[src/rtl/store_write_buffer_if.sv]
// Store-port, load-forwarding and memory-side signals of the store write buffer.
// The core/memory side drives through master; the buffer itself connects through slave.
interface store_write_buffer_if #(
  parameter int DEPTH = 4,
  parameter int AW    = 32,
  parameter int DW    = 32
);
  logic                         MemWrite;
  logic [AW-1:0]                DataAdr;
  logic [DW-1:0]                WriteData;
  logic                         stall;
  logic [AW-1:0]                ld_adr;
  logic                         ld_hit;
  logic [DW-1:0]                ld_data;
  logic                         mem_valid;
  logic [AW-1:0]                mem_adr;
  logic [DW-1:0]                mem_wdata;
  logic                         mem_ready;
  logic [$clog2(DEPTH+1)-1:0]   count;
  logic                         empty;

  modport master (
    output MemWrite, DataAdr, WriteData, ld_adr, mem_ready,
    input  stall, ld_hit, ld_data, mem_valid, mem_adr, mem_wdata, count, empty
  );

  modport slave (
    input  MemWrite, DataAdr, WriteData, ld_adr, mem_ready,
    output stall, ld_hit, ld_data, mem_valid, mem_adr, mem_wdata, count, empty
  );
endinterface

[src/rtl/store_write_buffer.sv]
// Posted-write FIFO between the core store port and data memory, with youngest-match load forwarding.
// Head reaches memory one cycle after enqueue; the core is stalled only while all DEPTH entries are occupied.
module store_write_buffer #(
  parameter int DEPTH = 4,
  parameter int AW    = 32,
  parameter int DW    = 32
) (
  input logic                 clk,
  input logic                 reset,
  store_write_buffer_if.slave bus
);
  localparam int PW = $clog2(DEPTH);
  localparam int CW = $clog2(DEPTH + 1);

  logic [AW-1:0]    adrMem [DEPTH];
  logic [DW-1:0]    datMem [DEPTH];
  logic [DEPTH-1:0] entryVld;
  logic [PW-1:0]    wrPtr;
  logic [PW-1:0]    rdPtr;
  logic [CW-1:0]    occ;
  logic             full;
  logic             isEmpty;
  logic             doEnq;
  logic             doDeq;
  logic             fwdHit;
  logic [DW-1:0]    fwdDat;
  logic [PW-1:0]    fwdIdx;
  logic             unusedLdLowBits;

  // Fullness comes only from registered occupancy, so stall has no path from mem_ready.
  assign full    = (occ == CW'(DEPTH));
  assign isEmpty = (occ == '0);
  assign doEnq   = bus.MemWrite && !full;
  assign doDeq   = !isEmpty && bus.mem_ready;

  always_ff @(posedge clk or negedge reset) begin
    if (!reset) begin
      wrPtr    <= '0;
      rdPtr    <= '0;
      occ      <= '0;
      entryVld <= '0;
    end else begin
      if (doEnq) begin
        wrPtr <= wrPtr + PW'(1);
      end
      if (doDeq) begin
        rdPtr <= rdPtr + PW'(1);
      end
      case ({doEnq, doDeq})
        2'b10:   occ <= occ + CW'(1);
        2'b01:   occ <= occ - CW'(1);
        default: occ <= occ;
      endcase
      // Enqueue and dequeue never target the same slot: that needs full or empty, which blocks one side.
      if (doDeq) begin
        entryVld[rdPtr] <= 1'b0;
      end
      if (doEnq) begin
        entryVld[wrPtr] <= 1'b1;
      end
    end
  end

  // Payload storage is qualified by entryVld/occ, so it needs no reset.
  always_ff @(posedge clk) begin
    if (doEnq) begin
      adrMem[wrPtr] <= bus.DataAdr;
      datMem[wrPtr] <= bus.WriteData;
    end
  end

  // Scan oldest to youngest so the entry closest behind wrPtr wins.
  always_comb begin
    fwdHit = 1'b0;
    fwdDat = '0;
    fwdIdx = '0;
    for (int k = DEPTH - 1; k >= 0; k--) begin
      fwdIdx = wrPtr - PW'(1) - PW'(k);
      if (entryVld[fwdIdx] && (adrMem[fwdIdx][AW-1:2] == bus.ld_adr[AW-1:2])) begin
        fwdHit = 1'b1;
        fwdDat = datMem[fwdIdx];
      end
    end
  end

  assign unusedLdLowBits = ^bus.ld_adr[1:0];

  assign bus.stall     = full;
  assign bus.empty     = isEmpty;
  assign bus.count     = occ;
  assign bus.mem_valid = !isEmpty;
  assign bus.mem_adr   = isEmpty ? '0 : adrMem[rdPtr];
  assign bus.mem_wdata = isEmpty ? '0 : datMem[rdPtr];
  assign bus.ld_hit    = fwdHit;
  assign bus.ld_data   = fwdDat;

  headStable: assert property (@(posedge clk) disable iff (!reset)
    (bus.mem_valid && !bus.mem_ready) |=> ($stable(bus.mem_adr) && $stable(bus.mem_wdata)));

  occMatchesValid: assert property (@(posedge clk) disable iff (!reset)
    $countones(entryVld) == int'(occ));
endmodule
[src/flat_wrapper.sv]
// flat-port wrapper written by rule: the top's interface ports become plain ports
module store_write_buffer_flat 
#(
  parameter int DEPTH = 4,
  parameter int AW    = 32,
  parameter int DW    = 32
)
  (clk, reset, bus_MemWrite, bus_DataAdr, bus_WriteData, bus_ld_adr, bus_mem_ready, bus_stall, bus_ld_hit, bus_ld_data, bus_mem_valid, bus_mem_adr, bus_mem_wdata, bus_count, bus_empty);
  store_write_buffer_if #(.DEPTH(DEPTH), .AW(AW), .DW(DW)) bus_i ();
  input logic clk;
  input logic reset;
  input wire logic [$bits(bus_i.MemWrite)-1:0] bus_MemWrite;
  input wire logic [$bits(bus_i.DataAdr)-1:0] bus_DataAdr;
  input wire logic [$bits(bus_i.WriteData)-1:0] bus_WriteData;
  input wire logic [$bits(bus_i.ld_adr)-1:0] bus_ld_adr;
  input wire logic [$bits(bus_i.mem_ready)-1:0] bus_mem_ready;
  output wire logic [$bits(bus_i.stall)-1:0] bus_stall;
  output wire logic [$bits(bus_i.ld_hit)-1:0] bus_ld_hit;
  output wire logic [$bits(bus_i.ld_data)-1:0] bus_ld_data;
  output wire logic [$bits(bus_i.mem_valid)-1:0] bus_mem_valid;
  output wire logic [$bits(bus_i.mem_adr)-1:0] bus_mem_adr;
  output wire logic [$bits(bus_i.mem_wdata)-1:0] bus_mem_wdata;
  output wire logic [$bits(bus_i.count)-1:0] bus_count;
  output wire logic [$bits(bus_i.empty)-1:0] bus_empty;
  assign bus_i.MemWrite = bus_MemWrite;
  assign bus_i.DataAdr = bus_DataAdr;
  assign bus_i.WriteData = bus_WriteData;
  assign bus_i.ld_adr = bus_ld_adr;
  assign bus_i.mem_ready = bus_mem_ready;
  assign bus_stall = bus_i.stall;
  assign bus_ld_hit = bus_i.ld_hit;
  assign bus_ld_data = bus_i.ld_data;
  assign bus_mem_valid = bus_i.mem_valid;
  assign bus_mem_adr = bus_i.mem_adr;
  assign bus_mem_wdata = bus_i.mem_wdata;
  assign bus_count = bus_i.count;
  assign bus_empty = bus_i.empty;
  store_write_buffer #(.DEPTH(DEPTH), .AW(AW), .DW(DW)) u_core (.clk(clk), .reset(reset), .bus(bus_i));
endmodule
[config.mk]
export PLATFORM = sky130hd
export DESIGN_NAME = store_write_buffer_flat
export DESIGN_NICKNAME = d
export VERILOG_FILES = /design/src/rtl/store_write_buffer_if.sv /design/src/rtl/store_write_buffer.sv /design/src/flat_wrapper.sv
export SDC_FILE = /design/constraint.sdc
export NUM_CORES = 1
export LEC_CHECK = 0
export BUFFER_PORTS_ARGS = -buffer_cell sky130_fd_sc_hd__buf_2
export CORE_MARGIN = 10
export CORE_UTILIZATION = 30
export DETAILED_ROUTE_END_ITERATION = 16
export PLACE_DENSITY = 0.43
export SYNTH_ARGS = -nofsm -noshare
export SYNTH_HDL_FRONTEND = slang
export SYNTH_SLANG_ARGS = --single-unit
[constraint.sdc]
create_clock -name clk -period 11.9 [get_ports clk]
set_clock_uncertainty 0.15 [all_clocks]
set_input_delay 1.19 -clock clk [delete_from_list [all_inputs] [get_ports clk]]
set_output_delay 1.19 -clock clk [all_outputs]
set_load 0.01 [all_outputs]
==> out/results.tsv <==
stage	metric	value	unit
sta	Final setup viols	0	
global_route	first-pass GRT wire length	104000	um
place	DPL Wire Length	46700	um
worst_setup_path	Worst path most repeated cell	o22ai_1	
drt	DR vias/cell	5.88	
global_route	initial antenna violation count	21	
yosys	Seq/Total Area, Yosys	0.407	
worst_setup_path	CP max FO	131	
worst_setup_path	Data arrival, critical path	6930	ps
sta	Tmin final	8270	ps
cts	CTS Sinks	267	
worst_setup_path	Critical Path Start	u_core.wrPtr[0]	
worst_setup_path	WP data required	10560	ps
floorplan	number of cell rows	93	
drt	Pre-antenna DRT Iters	6	
worst_setup_path	CP max stage delay	770	ps
yosys	Syn Std Cell Area	19600	um^2
global_route	vias in the first global route	15100	
yosys	Post-synth EDFFs	256	
hold_path	worst hold path type	flip-flop to flip-flop	
drt	Total Wirelength	70700	um
yosys	Primary FF master, synth	edfxtp_1	
final_layout	share of layout cells above drive strength 1	0.307	
cts	postcts setup bufs	0	
yosys	cell taking the most area after synthesis	edfxtp_1	
cts	Root Driver	clkbuf_16	
sta	RSZ-0062 raised after global routing	no	
cts	hold-fix buffers at CTS	0	
yosys	synthesized area per cell	12.5	um^2
worst_setup_path	Worst Setup Path Type	flip-flop to output port	
yosys	yosys warns	0	
hold_path	Hold Startpoint	u_core.bus.count[0]	
yosys	Async S/R FF share, synth	0.0412	
worst_setup_path	CP max-delay cell	o41ai_1	
sta	Rel. slew slack	0.314	
yosys	Syn Nets	1678	
pwr	maximum VDD drop	0.280	mV
status	outcome	finished, final reports clean	
global_route	total grt overflow	0	
final_layout	Syn-to-layout area delta	13.6	%
drt	Antenna Nets Post-Route	0	
pwr	leakage power	0.00785	uW
yosys	Yosys top cell area share	0.393	
sta	period utilization	0.695	
pwr	PD cells	293	nW/um^2
global_route	largest net degree at the start of global routing	132	
place	Buffers on Ports	200	
cts	CTS Buf Count	35	
floorplan	initial core utilization	0.303	
floorplan	area of the die	75800	um^2
yosys	synthesized flop and latch total	267	
sta	worst slew pin tran	1030	ps
cts	Worst-Skew Late Latency	550	ps
final_layout	Layout Nets	1764	
drt	number of DRC markers in iteration 0	1317	
sta	Achievable Freq	0.121	GHz
global_route	GRT Util Overall	0.182	
sta	setup TNS	0	ps
floorplan	num ports	203	
yosys	Post-Synthesis Cells	1568	
drt	Post-route DRC	0	
sta	final slew viol count	0	
cts	post_cts resized	0	
worst_setup_path	crit end category	output port	
final_layout	fill count	6429	
floorplan	Die H	275	um
cts	Reg clk slew, reported paths	60	ps
yosys	top cells by area, synth	edfxtp_1 39%, mux2i_1 12%, mux4_2 11%	
place	Placer Congestion	0.932	
cts	# H-tree levels	2	
drt	wire length per cell	27.8	um
drt	via count	15000	
worst_setup_path	Setup crit start kind	flip-flop	
worst_setup_path	CP bufs+invs	4	
yosys	top cells by count, synth	256 x edfxtp_1, 244 x mux2i_1, 103 x clkbuf_1	
floorplan	die width	275	um
sta	final hold violation count	0	
yosys	Distinct cells, synth	66	
floorplan	core area	64500	um^2
pwr	final total power	6510	uW
cts	TritonCTS clock tree	yes	
place	dpl cells	2472	
run	max cap viols	0	
yosys	most frequent cell after synthesis	edfxtp_1	
cts	clk buf depth	3	
worst_setup_path	delay-heaviest family, CP	buffers and inverters	
worst_setup_path	launching point of the worst reg2reg path	u_core.wrPtr[0]	
final_layout	Non-Filler Instances	2543	
worst_setup_path	CP cell instances	inv_2, ha_4, buf_12, mux2i_1, o22ai_1, o41ai_1, and3_2, buf_4, a2111oi_0, o22ai_1, o221ai_1, buf_2	
==> worst register-to-register path: stages, from the launching register on <==
cell and delay, ps:
dfrtp_4 760, buf_4 680, ha_1 290, and2_4 480, buf_4 720
==> cells by family after synthesis <==
logic type,after synthesis,share of synthesized area
xor+xnor,99,0.0443
compound gates,303,0.122
simple gates,257,0.0838
fa+ha+maj,10,0.00678
mux,437,0.290
buf+inv,195,0.0459
flops,267,0.407
==> per-stage QoR <==
| step | util | worst slack [ps] | area, um^2 | hold slack (ps) |
|---|---|---|---|---|
| floorplan | - | 5700 | 19600 | 315 |
| global placement | 0.327 | 4250 | 21100 | 349 |
| detailed placement | 0.327 | 4230 | 21100 | 353 |
| CTS | 0.344 | 3610 | 22200 | 335 |
| global route | 0.344 | 3260 | 22200 | 357 |
| finish | 0.345 | 3630 | 22200 | 355 |
==> layout by cell type (no fill, tap or decap), drive strengths merged, types with 42 or more instances in the layout <==
cell type and count:
a2111oi 67, and2 71, buf 226, clkbuf 49, edfxtp 256, mux2 99
mux2i 244, mux4 94, o22ai 47, o31ai 42, xnor2 75
==> worst paths after layout <==
kind / end / slack, ps / depth (start not counted)
max in group asynchronous: u_core.wrPtr[0] / 10970 / 1
max: bus_ld_data[24] / 3630 / 12
min reg2reg: u_core.bus.count[0] / 360 / 1
max reg2reg: u_core.adrMem[1][21] / 8410 / 4
min: u_core.bus.count[0] / 360 / 1
min in group asynchronous: u_core.bus.count[1] / 370 / 1
==> state kept, by name, summed over array words and instances, names as in the netlist <==
name / cells
u_core.entryVld: 4
u_core.datMem: 128
u_core.wrPtr: 2
u_core.adrMem: 128
u_core.bus.count: 3
u_core.rdPtr: 2
==> power by group <==
part	switching, uW	leakage, uW	internal [uW]
logic	2260	0.00481	1750
clock network	419	0.000560	613
registers	214	0.00247	1260
total	2890	0.00785	3620
==> layout make-up <==
class,instances,area (um^2),area share
multi-input cells,1106,10700,0.484
clock buffers,49,1040,0.0469
flip-flops and latches,267,7970,0.359
inverters,18,67.6,0.00304
repair buffers,226,1210,0.0544
clock inverters,14,87.6,0.00394
diodes,8,20.0,0.000901
well taps,855,1070,0.0482
==> per-layer routing <==
metal	track usage	wire length (um)	vias up
li1	-	-	6618
met1	0.247	31500	7724
met2	0.288	33000	502
met3	0.0355	4420	99
met4	0.0598	1730	20
met5	0	114	-
Power figures use the tool's default switching activity.
